**config.mk**
```make
export PLATFORM = sky130hd
export DESIGN_NAME = fetch_stage
export DESIGN_NICKNAME = d
export VERILOG_FILES = /design/src/rtl/mips_pkg.sv /design/src/rtl/if_id_reg.sv /design/src/rtl/fetch_stage.sv
export SDC_FILE = /design/constraint.sdc
export NUM_CORES = 1
export LEC_CHECK = 0
export BUFFER_PORTS_ARGS = -buffer_cell sky130_fd_sc_hd__buf_2
export CORE_MARGIN = 4
export CORE_UTILIZATION = 45
export CTS_CLUSTER_SIZE = 10
export DETAILED_ROUTE_END_ITERATION = 7
export PLACE_DENSITY = 0.78
export SLEW_MARGIN = 5
export SYNTH_ARGS = -nofsm -noshare
export SYNTH_HDL_FRONTEND = slang
export SYNTH_SLANG_ARGS = --single-unit
export TNS_END_PERCENT = 5
```
**constraint.sdc**
```tcl
create_clock -name clk -period 5.6 [get_ports clk]
set_clock_uncertainty 0.2 [all_clocks]
set_input_delay 1.12 -clock clk [delete_from_list [all_inputs] [get_ports clk]]
set_output_delay 1.12 -clock clk [all_outputs]
set_load 0.1 [all_outputs]
```
**src/rtl/mips_pkg.sv**
```systemverilog
// Shared definitions for the five-stage MIPS core: opcodes, bubble word,
// reset vector, fetch FSM encoding and the IF/ID latch payload.
package mips_pkg;

  localparam logic [5:0] OP_R   = 6'd0;
  localparam logic [5:0] OP_J   = 6'd2;
  localparam logic [5:0] OP_JAL = 6'd3;
  localparam logic [5:0] OP_BEQ = 6'd4;
  localparam logic [5:0] OP_LW  = 6'd35;
  localparam logic [5:0] OP_SW  = 6'd43;

  localparam logic [31:0] NOP      = 32'h0000_0000;
  localparam logic [31:0] RESET_PC = 32'h0000_0000;

  typedef enum logic [1:0] {
    S_BOOT = 2'd0,
    S_RUN  = 2'd1,
    S_MISS = 2'd2
  } fetch_state_e;

  typedef struct packed {
    logic [31:0] ir;
    logic [31:0] pc_plus4;
    logic        valid;
  } if_id_t;

  // Instruction addresses are word aligned; low bits of a target are dropped.
  function automatic logic [31:0] pc_align(input logic [31:0] pc);
    return pc & 32'hFFFF_FFFC;
  endfunction

endpackage

```
**src/rtl/if_id_reg.sv**
```systemverilog
// IF/ID pipeline latch: flush inserts a bubble, hold freezes, load captures
// the fetched word. Flush has priority over hold, hold over load.
module if_id_reg
  import mips_pkg::*;
(
  input  logic        clk,
  input  logic        rst,
  input  logic        i_hold,
  input  logic        i_flush,
  input  logic        i_load,
  input  logic [31:0] i_ir,
  input  logic [31:0] i_pc_plus4,
  output logic [31:0] o_ir,
  output logic [31:0] o_pc_plus4,
  output logic        o_valid
);

  if_id_t r_q;

  // IF/ID state update
  always_ff @(posedge clk or posedge rst) begin
    if (rst) begin
      r_q <= '{ir: NOP, pc_plus4: 32'h0000_0000, valid: 1'b0};
    end else if (i_flush) begin
      r_q <= '{ir: NOP, pc_plus4: 32'h0000_0000, valid: 1'b0};
    end else if (i_hold) begin
      r_q <= r_q;
    end else if (i_load) begin
      r_q <= '{ir: i_ir, pc_plus4: i_pc_plus4, valid: 1'b1};
    end else begin
      r_q <= r_q;
    end
  end

  assign o_ir       = r_q.ir;
  assign o_pc_plus4 = r_q.pc_plus4;
  assign o_valid    = r_q.valid;

endmodule

```
**src/rtl/fetch_stage.sv**
```systemverilog
// Instruction-fetch stage: PC, I-cache read handshake, redirect handling
// (including redirects that arrive during a cache miss) and the IF/ID latch.
module fetch_stage
  import mips_pkg::*;
(
  input  logic        clk,
  input  logic        rst,
  output logic        oICACHE_ren,
  output logic [29:0] oICACHE_addr,
  input  logic [31:0] iICACHE_rdata,
  input  logic        iICACHE_stall,
  input  logic        iStall,
  input  logic        iRedirect,
  input  logic [31:0] iRedirectPC,
  output logic [31:0] oIR,
  output logic [31:0] oPC_plus4,
  output logic        oValid
);

  fetch_state_e r_state;
  logic [31:0]  r_pc;
  logic         r_ren;
  logic [29:0]  r_addr;
  logic         r_pend_v;
  logic [31:0]  r_pend_pc;

  logic [31:0] w_pc_plus4;
  logic        w_redir;
  logic [31:0] w_target;
  logic        w_active;
  logic        w_flush;
  logic        w_load;
  logic        w_hold;
  logic [31:0] w_pc_next;

  assign w_pc_plus4 = r_pc + 32'd4;

  // Effective redirect: a fresh pulse beats one parked during a miss
  always_comb begin
    w_redir  = 1'b0;
    w_target = r_pend_pc;
    if (iRedirect) begin
      w_redir  = 1'b1;
      w_target = iRedirectPC;
    end else if (r_pend_v) begin
      w_redir  = 1'b1;
      w_target = r_pend_pc;
    end else begin
      w_redir  = 1'b0;
      w_target = r_pend_pc;
    end
  end

  assign w_active = (r_state != S_BOOT) && !iICACHE_stall;
  assign w_flush  = w_active && w_redir;
  assign w_load   = w_active && !w_redir && !iStall;
  assign w_hold   = !w_flush && !w_load;

  // Next-PC selection for a cycle in which the cache returned data
  always_comb begin
    w_pc_next = r_pc;
    if (w_flush) begin
      w_pc_next = pc_align(w_target);
    end else if (w_load) begin
      w_pc_next = w_pc_plus4;
    end else begin
      w_pc_next = r_pc;
    end
  end

  // Fetch FSM, PC, registered cache request and pending redirect
  always_ff @(posedge clk or posedge rst) begin
    if (rst) begin
      r_state   <= S_BOOT;
      r_pc      <= RESET_PC;
      r_ren     <= 1'b0;
      r_addr    <= 30'd0;
      r_pend_v  <= 1'b0;
      r_pend_pc <= 32'h0000_0000;
    end else begin
      case (r_state)
        S_BOOT: begin
          r_state <= S_RUN;
          r_ren   <= 1'b1;
          r_addr  <= r_pc[31:2];
        end
        S_RUN, S_MISS: begin
          r_ren <= 1'b1;
          if (iICACHE_stall) begin
            r_state <= S_MISS;
            if (iRedirect) begin
              r_pend_v  <= 1'b1;
              r_pend_pc <= iRedirectPC;
            end else begin
              r_pend_v  <= r_pend_v;
              r_pend_pc <= r_pend_pc;
            end
          end else begin
            r_state  <= S_RUN;
            r_pend_v <= 1'b0;
            r_pc     <= w_pc_next;
            r_addr   <= w_pc_next[31:2];
          end
        end
        default: begin
          r_state  <= S_BOOT;
          r_ren    <= 1'b0;
          r_pend_v <= 1'b0;
        end
      endcase
    end
  end

  assign oICACHE_ren  = r_ren;
  assign oICACHE_addr = r_addr;

  if_id_reg u_if_id (
    .clk        (clk),
    .rst        (rst),
    .i_hold     (w_hold),
    .i_flush    (w_flush),
    .i_load     (w_load),
    .i_ir       (iICACHE_rdata),
    .i_pc_plus4 (w_pc_plus4),
    .o_ir       (oIR),
    .o_pc_plus4 (oPC_plus4),
    .o_valid    (oValid)
  );

endmodule

```
==> impl_results.md, run 1 <==
- Crit Path Category: register to register
- Commonest non-fill, non-tap cell in the layout: buf_2
- Max-slew headroom: 22.4%
- Placed Instances: 1,186
- Cell area after synthesis: approximately 8000 um2
- RSZ-0062 raised after global routing: false
- Largest net degree at the start of global routing: 101
- R2r worst-path depth: 8
- GRT overflow: 0
- Fillers: 1,566
- Final max-slew violation count: 0
- Most frequent cells in the layout: buf_2 (162), dfrtp_1 (158), nand2_1 (117)
- Initial antenna violation count: 0
- Clock insertion delay at the later pin of the skew report: 0.43 ns
- Max H-tree Level: 4
- Final setup fails: 0
- Cells after synthesis: 863
- Vias in the first global route: 6,587
- Drt first pass iters: 5
- Final WL: between 20,000 and 25,000 um
- Hold slack final: 0.273 ns
- Hold Path Stages: 2
- Full die area: 20,000 um2
- DRC: 0
- Yosys warning total: 0
- Placement Rows: 48
- Area after DPL: between 8000 and 9000 um2
- GRT Util Overall: 22.0%
- Initial Utilization: between 40% and 50%
- RePlAce Congestion: 0.895
- CTS max path bufs: 2
- Final #Nets: 1,052
- Final Critical Period: 3.66 ns
- Crit. End Element: register
- Top_reg_cell synth: dfrtp_1
- First-pass GRT wire length: 35,400 um
- Final Cell Area: 9470 um2
- Least-Margin Pin Slew: between 1 and 1.5 ns
- Port Buffers: 162
- Initial DRC count: ~600
- Post-synthesis register bit count: 158
- Layout cell share with drive strength beyond 1: 25.4%
- Fin cells: 1,218
- Average size of a mapped cell: 9.26 um2
- CP Max Fanout: 81
- Syn Nets: 935
- DR vias/cell: approximately 5.6
- Routed wire length per instance: 18.2 um
- TritonCTS clock tree: built
- Core area: around 17,000 um2
- Register area share after synthesis: around half
- Detail Placement HPWL: roughly 15,000 um
- Fmax achieved: 273 MHz
- Top-Level Pins: 165
- Worst setup SP type: register
- Die H: 141 um
- Synthesis-to-finish area growth: 18.4%
- Setup Buffers After CTS: 0
- Async set-reset flop share out of synthesis: 100%
- Post-synth EDFFs: 0
- Hold Buf Count CTS: 0
- TNS Setup: 0 ns
- Required @ worst endpoint: 5.69 ns
- Yosys cell types: 58
- Clock Pin Slew Worst Setup and Hold Paths: approximately 0.07 ns
- Status: finished, final reports clean
- Hold Violations, Final: 0
- CTS root buf: clkbuf_16
- Antenna diodes: 0
- Period Utilization, post-route: about two thirds
- Num CTS Buffers: 17
- Final ANT Viol Nets: 0
- CTS resizes: 0
- Die X: around 140 um
- Routed vias: 6,851
- Hold Path Class: register to register
- Max-cap check violation count: 0
- Worst EP arrival: 3.75 ns
- CTS Sinks: 158
-- per-layer routing --
metal  part of all wire, %  global-route usage [%]  up-vias
li1                      -                       -     3306
met1                    45                    31.9     3213
met2                    45                    33.3      300
met3                   8.3                    5.33       32
met4                   1.7                    6.12        0
met5                     0                       0        -
-- area by class of cell --
type | count | area [um2] | share of cell area, %
sequential | 158 | 3950 | 41.8
multi-input combinational | 613 | 3670 | 38.8
timing repair buffer | 174 | 901 | 9.51
clock buffer | 17 | 425 | 4.49
tap | 225 | 282 | 2.97
clock inverter | 15 | 168 | 1.77
inverter | 16 | 65.1 | 0.687
-- state kept, by name, indices dropped and copies added, names as in the netlist --
register            count
r_state                 2
r_pend_pc              30
u_if_id.o_valid         1
u_if_id.o_ir           32
oICACHE_addr           30
oICACHE_ren             1
u_if_id.o_pc_plus4     31
r_pc                   30
r_pend_v                1
-- logic make-up (layout without fill, tap and decap cells) --
family | after synthesis | in the layout | synth area share, %
buf+inv | 92 | 222 | 4.74
mux | 58 | 58 | 7.76
flops | 158 | 158 | 49.5
simple gates | 296 | 296 | 17.1
fa+ha+maj | 3 | 3 | 0.470
xor+xnor | 28 | 28 | 3.07
compound gates | 228 | 228 | 17.4
-- per-stage QoR --
stage	setup WS, ns	utilization [%]
after global placement	1.93	51.1
after CTS	2.01	54.6
after detailed placement	1.91	51.1
after floorplan	0.0168	-
after global routing	1.65	54.6
final	1.94	54.6
-- cell usage after synthesis (16+ instances only) --
library cell / n / area, um2
o21ai_0: 84 / 420
mux2_2: 32 / 360
clkbuf_1: 50 / 188
dfrtp_1: 158 / 3950
nor2_1: 49 / 184
o21a_1: 20 / 150
a21oi_1: 51 / 255
nand3_1: 70 / 350
mux2i_1: 26 / 260
xnor2_1: 16 / 140
nand2_1: 118 / 443
-- worst max-delay path, stage by stage (launching register included) --
cell and delay, ns:
dfrtp_1 0.38, inv_1 0.06, ha_1 0.81, or2_1 0.35, or3_4 0.69, buf_4 0.48, o32ai_1 0.16, a21oi_1 0.22
a21oi_1 0.09
-- final timing paths --
kind / start / endpoint / slack (ns)
setup / recovery: r_state[0]$_DFF_PP0_ / r_pc[7]$_DFFE_PP0P_ / 1.94
hold / removal: u_if_id.o_pc_plus4[20]$_DFFE_PP0P_ / u_if_id.o_pc_plus4[20]$_DFFE_PP0P_ / 0.27
setup reg to reg: r_state[0]$_DFF_PP0_ / r_pc[7]$_DFFE_PP0P_ / 1.94
hold reg to reg: u_if_id.o_pc_plus4[20]$_DFFE_PP0P_ / u_if_id.o_pc_plus4[20]$_DFFE_PP0P_ / 0.27
max in group asynchronous: rst / u_if_id.o_ir[9]$_DFFE_PP0P_ / 3.50
min in group asynchronous: rst / u_if_id.o_ir[12]$_DFFE_PP0P_ / 0.68
Power of run 1 is not shown: default switching activity piles up to over one toggle a cycle in this logic, so the estimate is an artifact.
==> inputs of run 2 (changes only) <==
--- a/config.mk
+++ b/config.mk
@@ -10,7 +10,7 @@
 export CORE_UTILIZATION = 45
 export CTS_CLUSTER_SIZE = 10
 export DETAILED_ROUTE_END_ITERATION = 7
-export PLACE_DENSITY = 0.78
+export PLACE_DENSITY = 0.76
 export SLEW_MARGIN = 5
 export SYNTH_ARGS = -nofsm -noshare
 export SYNTH_HDL_FRONTEND = slang
==> constraint.sdc (replaced) <==
create_clock -name clk -period 3.45 [get_ports clk]
set_clock_uncertainty 0.2 [all_clocks]
set_input_delay 0.69 -clock clk [delete_from_list [all_inputs] [get_ports clk]]
set_output_delay 0.69 -clock clk [all_outputs]
set_load 0.1 [all_outputs]
==> impl_results.md, run 2 (synthesis results as in run 1) <==
- Detail Placement HPWL: 15,100 um
- Die H: around 140 um
- Clock insertion delay at the later pin of the skew report: 0.43 ns
- Die X: 141 um
- Max-slew headroom: 40.8%
- Routed wire length per instance: 18.1 um
- Area after DPL: 8960 um2
- Worst EP arrival: 2.97 ns
- Core area: 17,400 um2
- Crit Path Category: register to register
- Final max-slew violation count: 0
- Required @ worst endpoint: 3.61 ns
- Worst Hold Path EP: u_if_id.o_ir[27]$_DFFE_PP0P_
- Fmax achieved: 356 MHz
- Largest net degree at the start of global routing: 159
- Status: finished, final reports clean
- Crit. End Element: register
- Initial DRC count: 682
- GRT overflow: 0
- Layout cell share with drive strength beyond 1: 26.1%
- TritonCTS clock tree: built
- Synthesis-to-finish area growth: 19.4%
- Final Cell Area: around 9500 um2
- CTS Sinks: 158
- Least-Margin Pin Slew: 0.887 ns
- Top-Level Pins: 165
- CTS max path bufs: 2
- RePlAce Congestion: 0.912
- Commonest non-fill, non-tap cell in the layout: buf_2
- First-pass GRT wire length: 35,100 um
- Worst setup SP type: register
- Placement Rows: 48
- Drt first pass iters: 5
- Port Buffers: ~160
- Fillers: 1,565
- RSZ-0062 raised after global routing: false
- Hold Path Stages: 3
- Hold Path Origin: iICACHE_rdata[27]
- Period Utilization, post-route: 81.5%
- CP Max Fanout: 7
- Hold Buf Count CTS: 0
- Initial Utilization: 46.1%
- Max-cap check violation count: 0
- GRT Util Overall: 22.1%
- Clock Pin Slew Worst Setup and Hold Paths: 0.07 ns
- DRC: 0
- DR vias/cell: 5.71
- Final setup fails: 0
- Antenna diodes: 0
- Hold Path Class: input port to register
- Worst R2R Setup Slack: between 0.6 and 0.7 ns
- TNS Setup: 0 ns
- CTS root buf: clkbuf_16
- Initial antenna violation count: 1
- Num CTS Buffers: 17
- R2r startpoint: r_pc[2]$_DFFE_PP0P_
- Max H-tree Level: 4
- Setup Buffers After CTS: 0
- Critical R2R Capture: oICACHE_addr[23]$_DFFE_PP0P_
- Most frequent cells in the layout: buf_2 (162), dfrtp_1 (158), nand2_1 (117)
- Final Critical Period: 2.81 ns
- Full die area: 20,000 um2
- Final ANT Viol Nets: 0
- Vias in the first global route: roughly 6,500
- Routed vias: 7,006
- R2r worst-path depth: 5
- Max reg flops: 32
- Final WL: 22,200 um
- Hold Violations, Final: 0
- Final #Nets: 1,062
- CTS resizes: 0
==> run 2: cell types whose count changed in the layout (fill, tap and decap cells not counted) <==
cell | previous run | this run
clkinvlp_4 | 2 | 3
inv_6 | 7 | 5
clkinv_2 | 0 | 1
inv_8 | 4 | 1
buf_12 | 0 | 1
buf_4 | 12 | 21
clkinv_4 | 1 | 4
==> run 2: metrics by stage <==
stage	instances	util [%]	setup WS, ns	hold WS (ns)
final	1228	55.0	0.637	0.246
after global routing	1228	55.0	0.521	0.237
after CTS	1228	55.0	0.707	0.222
after detailed placement	1196	51.6	0.491	0.262
after global placement	1196	51.6	0.553	0.259
after floorplan	863	-	0.559	0.249
==> run 2: worst max path at each step <==
stage,startpoint,endpoint,slack (ns),cells after the start
2_1_floorplan,rst,oICACHE_addr[0]$_DFFE_PP0P_,0.56,1
3_3_place_gp,iICACHE_stall,oICACHE_addr[19]$_DFFE_PP0P_,0.55,7
6_report,r_pc[2]$_DFFE_PP0P_,oICACHE_addr[23]$_DFFE_PP0P_,0.64,5
5_1_grt,r_state[1]$_DFF_PP0_,oICACHE_addr[11]$_DFFE_PP0P_,0.52,8
3_5_place_dp,iICACHE_stall,r_pc[13]$_DFFE_PP0P_,0.49,7
4_1_cts,r_state[1]$_DFF_PP0_,r_pc[13]$_DFFE_PP0P_,0.71,8
==> run 2: layer usage <==
layer	up-vias	part of all wire, %	GRT usage, %
met2	316	44	32.8
met1	3315	45	32.1
met3	43	8.8	5.09
li1	3330	-	-
met5	-	0.058	0
met4	2	2.5	7.50
==> run 2: final cells by class <==
type / count / area, um2 / area share, %
Multi-Input combinational cell: 613 / 3670 / 38.5
Tap cell: 225 / 282 / 2.95
Inverter: 16 / 63.8 / 0.669
Clock inverter: 15 / 156 / 1.64
Clock buffer: 17 / 425 / 4.46
Sequential cell: 158 / 3950 / 41.4
Timing Repair Buffer: 184 / 988 / 10.4
==> run 2: worst max-delay path, stage by stage (launching register included) <==
cell	delay (ns)
dfrtp_1	0.61
nand3_1	0.37
nor4_2	0.70
nand4_1	0.34
or3_1	0.39
a31oi_1	0.13
Power of run 2 is left out for the same reason.
